**src/rtl/memory_controller_pkg.sv**
```systemverilog
// Shared encodings for the memory controller: request sizes, the IO address
// window and the transfer FSM state.
package memory_controller_pkg;

    localparam logic [1:0] SIZE_BYTE = 2'd0;
    localparam logic [1:0] SIZE_HALF = 2'd1;
    localparam logic [1:0] SIZE_WORD = 2'd2;

    // Address bits that select the IO region, and the value that means "IO".
    localparam int         IO_SEL_HI = 17;
    localparam int         IO_SEL_LO = 16;
    localparam logic [1:0] IO_SEL    = 2'b11;

    typedef enum logic [1:0] {
        ST_IDLE  = 2'd0,
        ST_READ  = 2'd1,
        ST_WRITE = 2'd2
    } state_e;

    // Complete transfer-FSM state, kept in one struct so it can be probed as a unit.
    typedef struct packed {
        state_e     state;
        logic       sel_lsb;  // transfer in flight belongs to the LSB port
        logic [2:0] cnt;      // READ: edges since acceptance; WRITE: bytes issued
    } fsm_t;

    // Number of bus bytes for an LSB size code.
    function automatic logic [2:0] size_bytes(input logic [1:0] size);
        case (size)
            SIZE_BYTE: return 3'd1;
            SIZE_HALF: return 3'd2;
            SIZE_WORD: return 3'd4;
            default:   return 3'd4;
        endcase
    endfunction

endpackage

```
**src/rtl/memory_controller.sv**
```systemverilog
// Serialises Fetcher word fetches and LSB byte/half/word loads and stores onto
// the byte-wide synchronous RAM/IO bus and returns assembled little-endian data.
//
// Handshake: a requester raises *_request_in for exactly one cycle with its
// operands valid in that cycle; the controller remembers it as pending until
// served. Completion is a one-cycle *_ready_out pulse; the matching data
// output is valid in that cycle and holds until that port's next pulse. A
// requester must not pulse again while its previous request is outstanding.
module memory_controller
    import memory_controller_pkg::*;
#(
    parameter int ADDR_WIDTH   = 32,
    parameter int LSB_PRIORITY = 1
) (
    input  logic                  clk,
    input  logic                  rst,
    input  logic                  if_request_in,
    input  logic [ADDR_WIDTH-1:0] if_address_in,
    output logic                  if_ready_out,
    output logic [31:0]           if_instruction_out,
    input  logic                  lsb_request_in,
    input  logic                  lsb_write_in,
    input  logic [1:0]            lsb_size_in,
    input  logic [ADDR_WIDTH-1:0] lsb_address_in,
    input  logic [31:0]           lsb_data_in,
    output logic                  lsb_ready_out,
    output logic [31:0]           lsb_data_out,
    input  logic                  rollback_in,
    input  logic                  io_buffer_full_in,
    input  logic [7:0]            mem_din_in,
    output logic [7:0]            mem_dout_out,
    output logic [ADDR_WIDTH-1:0] mem_a_out,
    output logic                  mem_wr_out
);

    function automatic logic is_io(input logic [ADDR_WIDTH-1:0] a);
        return a[IO_SEL_HI:IO_SEL_LO] == IO_SEL;
    endfunction

    fsm_t                  fsm_q;
    logic                  if_pending_q, lsb_pending_q;
    logic [ADDR_WIDTH-1:0] if_addr_q, lsb_addr_q;
    logic                  lsb_write_q;
    logic [1:0]            lsb_size_q;
    logic [31:0]           lsb_wdata_q;
    logic [31:0]           rdata_q;
    logic                  if_ready_q, lsb_ready_q, mem_wr_q;
    logic [31:0]           if_instr_q, lsb_rdata_q;
    logic [7:0]            mem_dout_q;
    logic [ADDR_WIDTH-1:0] mem_a_q;

    logic                  if_live_d, lsb_live_d, pick_lsb_d, new_write_d, new_block_d;
    logic [ADDR_WIDTH-1:0] new_addr_d, act_addr_d, rd_addr_d, wr_addr_d;
    logic [2:0]            len_d, cnt_inc_d;
    logic [7:0]            wr_byte_d;
    logic                  wr_block_d;
    logic [1:0]            rd_idx_d;
    logic [31:0]           rdata_d;

    // Arbitration, per-byte addressing and read-data assembly for this cycle.
    always_comb begin
        // A rollback this edge kills pending fetches and loads but never stores.
        if_live_d   = if_pending_q & ~rollback_in;
        lsb_live_d  = lsb_pending_q & ~(rollback_in & ~lsb_write_q);
        pick_lsb_d  = lsb_live_d & ((LSB_PRIORITY != 0) ? 1'b1 : ~if_live_d);
        new_addr_d  = pick_lsb_d ? lsb_addr_q : if_addr_q;
        new_write_d = pick_lsb_d & lsb_write_q;
        new_block_d = is_io(new_addr_d) & io_buffer_full_in;

        len_d       = fsm_q.sel_lsb ? size_bytes(lsb_size_q) : 3'd4;
        act_addr_d  = fsm_q.sel_lsb ? lsb_addr_q : if_addr_q;
        cnt_inc_d   = fsm_q.cnt + 3'd1;
        rd_addr_d   = act_addr_d + ADDR_WIDTH'(cnt_inc_d);
        wr_addr_d   = lsb_addr_q + ADDR_WIDTH'(fsm_q.cnt);
        wr_byte_d   = lsb_wdata_q[{fsm_q.cnt[1:0], 3'b000} +: 8];
        wr_block_d  = is_io(wr_addr_d) & io_buffer_full_in;

        // The byte on mem_din_in now was addressed two edges ago: index cnt-1.
        rd_idx_d    = fsm_q.cnt[1:0] - 2'd1;
        rdata_d     = rdata_q;
        if (fsm_q.cnt != 3'd0) begin
            rdata_d[{rd_idx_d, 3'b000} +: 8] = mem_din_in;
        end
    end

    // Request capture, rollback filtering and the IDLE/READ/WRITE transfer FSM.
    always_ff @(posedge clk) begin
        if (rst) begin
            fsm_q         <= '{state: ST_IDLE, sel_lsb: 1'b0, cnt: 3'd0};
            if_pending_q  <= 1'b0;
            lsb_pending_q <= 1'b0;
            if_addr_q     <= '0;
            lsb_addr_q    <= '0;
            lsb_write_q   <= 1'b0;
            lsb_size_q    <= 2'd0;
            lsb_wdata_q   <= '0;
            rdata_q       <= '0;
            if_ready_q    <= 1'b0;
            lsb_ready_q   <= 1'b0;
            if_instr_q    <= '0;
            lsb_rdata_q   <= '0;
            mem_wr_q      <= 1'b0;
            mem_dout_q    <= '0;
            mem_a_q       <= '0;
        end else begin
            if_ready_q  <= 1'b0;
            lsb_ready_q <= 1'b0;

            if (rollback_in) begin
                if_pending_q <= 1'b0;
                if (!lsb_write_q) begin
                    lsb_pending_q <= 1'b0;
                end
            end

            case (fsm_q.state)
                ST_IDLE: begin
                    if (if_live_d || lsb_live_d) begin
                        fsm_q.sel_lsb <= pick_lsb_d;
                        rdata_q       <= '0;
                        if (new_write_d) begin
                            fsm_q.state <= ST_WRITE;
                            if (new_block_d) begin
                                mem_wr_q  <= 1'b0;
                                mem_a_q   <= '0;
                                fsm_q.cnt <= 3'd0;
                            end else begin
                                mem_wr_q   <= 1'b1;
                                mem_a_q    <= new_addr_d;
                                mem_dout_q <= lsb_wdata_q[7:0];
                                fsm_q.cnt  <= 3'd1;
                            end
                        end else begin
                            fsm_q.state <= ST_READ;
                            mem_wr_q    <= 1'b0;
                            mem_a_q     <= new_addr_d;
                            fsm_q.cnt   <= 3'd0;
                        end
                    end
                end

                ST_READ: begin
                    if (rollback_in) begin
                        // Abort; the byte still in flight from the RAM is dropped.
                        fsm_q.state <= ST_IDLE;
                        fsm_q.cnt   <= 3'd0;
                        mem_a_q     <= '0;
                        mem_wr_q    <= 1'b0;
                    end else begin
                        rdata_q   <= rdata_d;
                        fsm_q.cnt <= cnt_inc_d;
                        mem_a_q   <= (cnt_inc_d < len_d) ? rd_addr_d : '0;
                        if (fsm_q.cnt == len_d) begin
                            fsm_q.state <= ST_IDLE;
                            fsm_q.cnt   <= 3'd0;
                            if (fsm_q.sel_lsb) begin
                                lsb_ready_q   <= 1'b1;
                                lsb_rdata_q   <= rdata_d;
                                lsb_pending_q <= 1'b0;
                            end else begin
                                if_ready_q   <= 1'b1;
                                if_instr_q   <= rdata_d;
                                if_pending_q <= 1'b0;
                            end
                        end
                    end
                end

                ST_WRITE: begin
                    if (fsm_q.cnt == len_d) begin
                        fsm_q.state   <= ST_IDLE;
                        fsm_q.cnt     <= 3'd0;
                        lsb_ready_q   <= 1'b1;
                        lsb_pending_q <= 1'b0;
                        mem_wr_q      <= 1'b0;
                        mem_a_q       <= '0;
                        mem_dout_q    <= '0;
                    end else if (wr_block_d) begin
                        // IO FIFO full: park the bus and retry the same byte.
                        mem_wr_q <= 1'b0;
                        mem_a_q  <= '0;
                    end else begin
                        mem_wr_q   <= 1'b1;
                        mem_a_q    <= wr_addr_d;
                        mem_dout_q <= wr_byte_d;
                        fsm_q.cnt  <= cnt_inc_d;
                    end
                end

                default: begin
                    fsm_q.state <= ST_IDLE;
                    fsm_q.cnt   <= 3'd0;
                    mem_wr_q    <= 1'b0;
                    mem_a_q     <= '0;
                end
            endcase

            // Captures come last so a new pulse wins over a same-edge clear.
            if (if_request_in && !rollback_in) begin
                if_pending_q <= 1'b1;
                if_addr_q    <= if_address_in;
            end
            if (lsb_request_in && !(rollback_in && !lsb_write_in)) begin
                lsb_pending_q <= 1'b1;
                lsb_write_q   <= lsb_write_in;
                lsb_size_q    <= lsb_size_in;
                lsb_addr_q    <= lsb_address_in;
                lsb_wdata_q   <= lsb_data_in;
            end
        end
    end

    assign if_ready_out       = if_ready_q;
    assign if_instruction_out = if_instr_q;
    assign lsb_ready_out      = lsb_ready_q;
    assign lsb_data_out       = lsb_rdata_q;
    assign mem_dout_out       = mem_dout_q;
    assign mem_a_out          = mem_a_q;
    assign mem_wr_out         = mem_wr_q;

endmodule

```
**config.mk**
```make
export PLATFORM = sky130hd
export DESIGN_NAME = memory_controller
export DESIGN_NICKNAME = d
export VERILOG_FILES = /design/src/rtl/memory_controller_pkg.sv /design/src/rtl/memory_controller.sv
export SDC_FILE = /design/constraint.sdc
export NUM_CORES = 1
export LEC_CHECK = 0
export ABC_AREA = 1
export BUFFER_PORTS_ARGS = -buffer_cell sky130_fd_sc_hd__buf_2
export CAP_MARGIN = 20
export CELL_PAD_IN_SITES_DETAIL_PLACEMENT = 1
export CELL_PAD_IN_SITES_GLOBAL_PLACEMENT = 1
export CORE_UTILIZATION = 37
export CTS_BUF_LIST = sky130_fd_sc_hd__clkbuf_4
export CTS_CLUSTER_DIAMETER = 30
export CTS_CLUSTER_SIZE = 8
export DETAILED_ROUTE_END_ITERATION = 8
export PLACE_DENSITY_LB_ADDON = 0.1
export SYNTH_ARGS = -nofsm -noshare
export SYNTH_HDL_FRONTEND = slang
export SYNTH_SLANG_ARGS = --single-unit
```
**constraint.sdc**
```tcl
create_clock -name clk -period 3.1 [get_ports clk]
set_input_delay 0.31 -clock clk [delete_from_list [all_inputs] [get_ports clk]]
set_output_delay 0.31 -clock clk [all_outputs]
set_load 0.01 [all_outputs]
```
==> results.yml <==
route:
  drtIter0Drc: 880
  drc: 0
  avgViaCountPerCell: 5.34
  drtPass1Iterations: 5
  vias: 15200
  routed_wl_um: 59200
  ant_nets: 0
  wire_per_inst_um: 20.8
run:
  max_cap_viol_count: 0
worst_setup_path:
  critPathKind: "register to register"
  cp_max_fo: 32
  crit_required_ns: 3.82
  cp-start-kind: "register"
  cp.arrival_ns: 3.64
  end_kind: "register"
global_routing:
  grt_overflow: 0
  grt_max_degree: 106
  antenna_found_initial: 2
  grt_pass1_wl_um: 89900
  track_usage: 0.325
  grt_pass1_vias: 15900
layout:
  drive_gt1_frac: 0.178
  final_cell_mix: "nand2_1, nor2_1, dfxtp_1, o21ai_0, buf_2"
  n_fill_cell: 4606
  area_growth_pct: 28.6
  layout.nets: 2465
  final_common_cell: "nand2_1"
  multi_input_area_um2: 7180
  regArea_um2: 4920
synth:
  synth_warnings: 0
  synth_nets: 2144
  syn_inst: 2010
  syn_area_per_cell_um2: 6.56
  synth_edf_count: 0
  synth_ff_type: "dfxtp_1"
  async_reset_ff_frac: 0
  ys_ff_latch: 246
  synthesis.area_um2: 13200
  yosysUniqueCellTypes: 50
  synth-seq-area-share: 0.373
sta:
  slew_violations: 0
  max_freq_mhz: 343
  tightest_slew_ns: 1.04
  setup_tns_ns: 0
  rsz0062_at_grt: "false"
  finClkSkew_ns: 0.0613
  hold_viol: 0
  period_share: 0.941
  whs_ns: 0.102
  relSlewSlack: 0.304
  min_period_ns: 2.92
  setup_viol: 0
clock_network:
  clkLatencyLatePin_ns: 0.81
  cts_tree: "yes"
  cts_buffer_depth: 3
  clock-sinks: 246
  cts_root_buf: "clkbuf_4"
  cts_buffers: 67
  clkTransAtPathRegs_ns: 0.07
  htreeDepth: 3
floorplan:
  ios: 220
  die_w_um: 191
  die_area_um2: 36400
  start_util: 0.379
  core_area_um2: 34800
  die_h_um: 191
  row_count: 68
hold_path:
  hold_path_class: "input pin to register"
power_and_ir_drop:
  ir_worst_vdd_mv: 0.420
  powerDensity_nw_per_um2: 519
  leakage_nw: 7.45
outcome:
  outcome: "completed"
placement:
  finalWeightedCongestion: 0.950
  portBuffers: 219
  dp_hpwl_um: 41400
## power breakdown
group / leakage [nW] / internal [mW] / switching, mW
clock network: 0.601 / 2.28 / 1.66
logic: 4.84 / 0.483 / 0.936
registers: 2.01 / 3.31 / 0.133
## synth_stat cells, types with 15 or more instances
master    number  share of area
nand2_1      490           0.14
nor2_1       273          0.078
dfxtp_1      246           0.37
o21ai_0      220          0.083
nand3_1      164          0.062
a21oi_1      155          0.059
inv_1        147          0.042
clkbuf_1      70          0.020
buf_2         22         0.0083
a211oi_1      21          0.012
ha_1          19          0.018
a31oi_1       17         0.0081
xor2_1        16          0.011
nand4_1       15         0.0071
## final timing paths
kind,slack (ns),cells after the start,startpoint,endpoint
max,0.18,15,fsm_q[1],mem_a_out[14]
min,0.10,4,lsb_request_in,lsb_write_q
max reg2reg,0.18,15,fsm_q[1],mem_a_out[14]
min reg2reg,0.46,2,mem_a_out[20],mem_a_out[20]
## kinds of logic (layout without fill, tap and decap cells)
kind of cell             after synthesis  count (layout)  share of synthesized area
adder cells (fa/ha/maj)               21              21                     0.0211
flip-flops                           246             246                      0.373
buffers and inverters                271             641                     0.0871
multiplexers                           1               1                   0.000759
AND/OR/NAND/NOR                      987             989                      0.312
other                                  0               5                          0
AO/OA/AOI/OAI                        463             463                      0.192
XOR/XNOR                              21              21                     0.0139
## per-stage QoR
step	setup WS (ns)	area [um2]	std cells	utilization	power [mW]
5_1_grt	0.00626	17000	2839	0.487	9.21
2_1_floorplan	0.176	13200	2010	-	4.25
3_3_place_gp	0.208	14700	2607	0.422	4.76
4_1_cts	0.00611	16900	2835	0.486	8.85
3_5_place_dp	0.104	14700	2607	0.422	4.79
6_report	0.183	17000	2842	0.487	8.81
## metal layers
metal	part of all wire	up-vias	global-route usage
li1	-	7306	-
met1	0.39	7288	0.345
met2	0.51	426	0.583
met3	0.038	169	0.0545
met4	0.069	0	0.223
met5	0	-	0
## layout make-up
type | count | area share
antenna | 5 | 0.000738
clock buffer | 79 | 0.0350
clock inverter | 41 | 0.0317
inverter | 157 | 0.0351
multi-input combinational | 1495 | 0.424
sequential | 246 | 0.290
tap | 455 | 0.0336
timing repair buffer | 364 | 0.150
## state kept, by name (all words and copies together) (netlist names), 2 cells and up
name                count
mem_a_out              32
if_instruction_out     32
lsb_data_out           32
rdata_q                32
if_addr_q              32
lsb_wdata_q            32
lsb_addr_q             32
lsb_size_q              2
mem_dout_out            8
fsm_q                   6
## timing repair
item / 4_1_cts / 5_1_grt
endpoints found under the setup margin: 0 / 45
hold buffers: 108 / 0
gates resized for setup: 0 / 10
setup buffers: 0 / 0
hold endpoints to repair: 120 / 0
## worst max-delay path: stages (launching register included)
cell and delay [ns]:
dfxtp_1 0.43, clkinv_1 0.18, ha_1 0.42, buf_4 0.30, ha_1 0.28, inv_1 0.05
nor2_1 0.04, o21a_1 0.17, nor3_2 0.18, buf_12 0.24, o21ai_0 0.13, inv_1 0.06
o21ai_0 0.07, nand3_1 0.09, nand2_1 0.05, a21oi_1 0.14
Power figures use the tool's default switching activity.
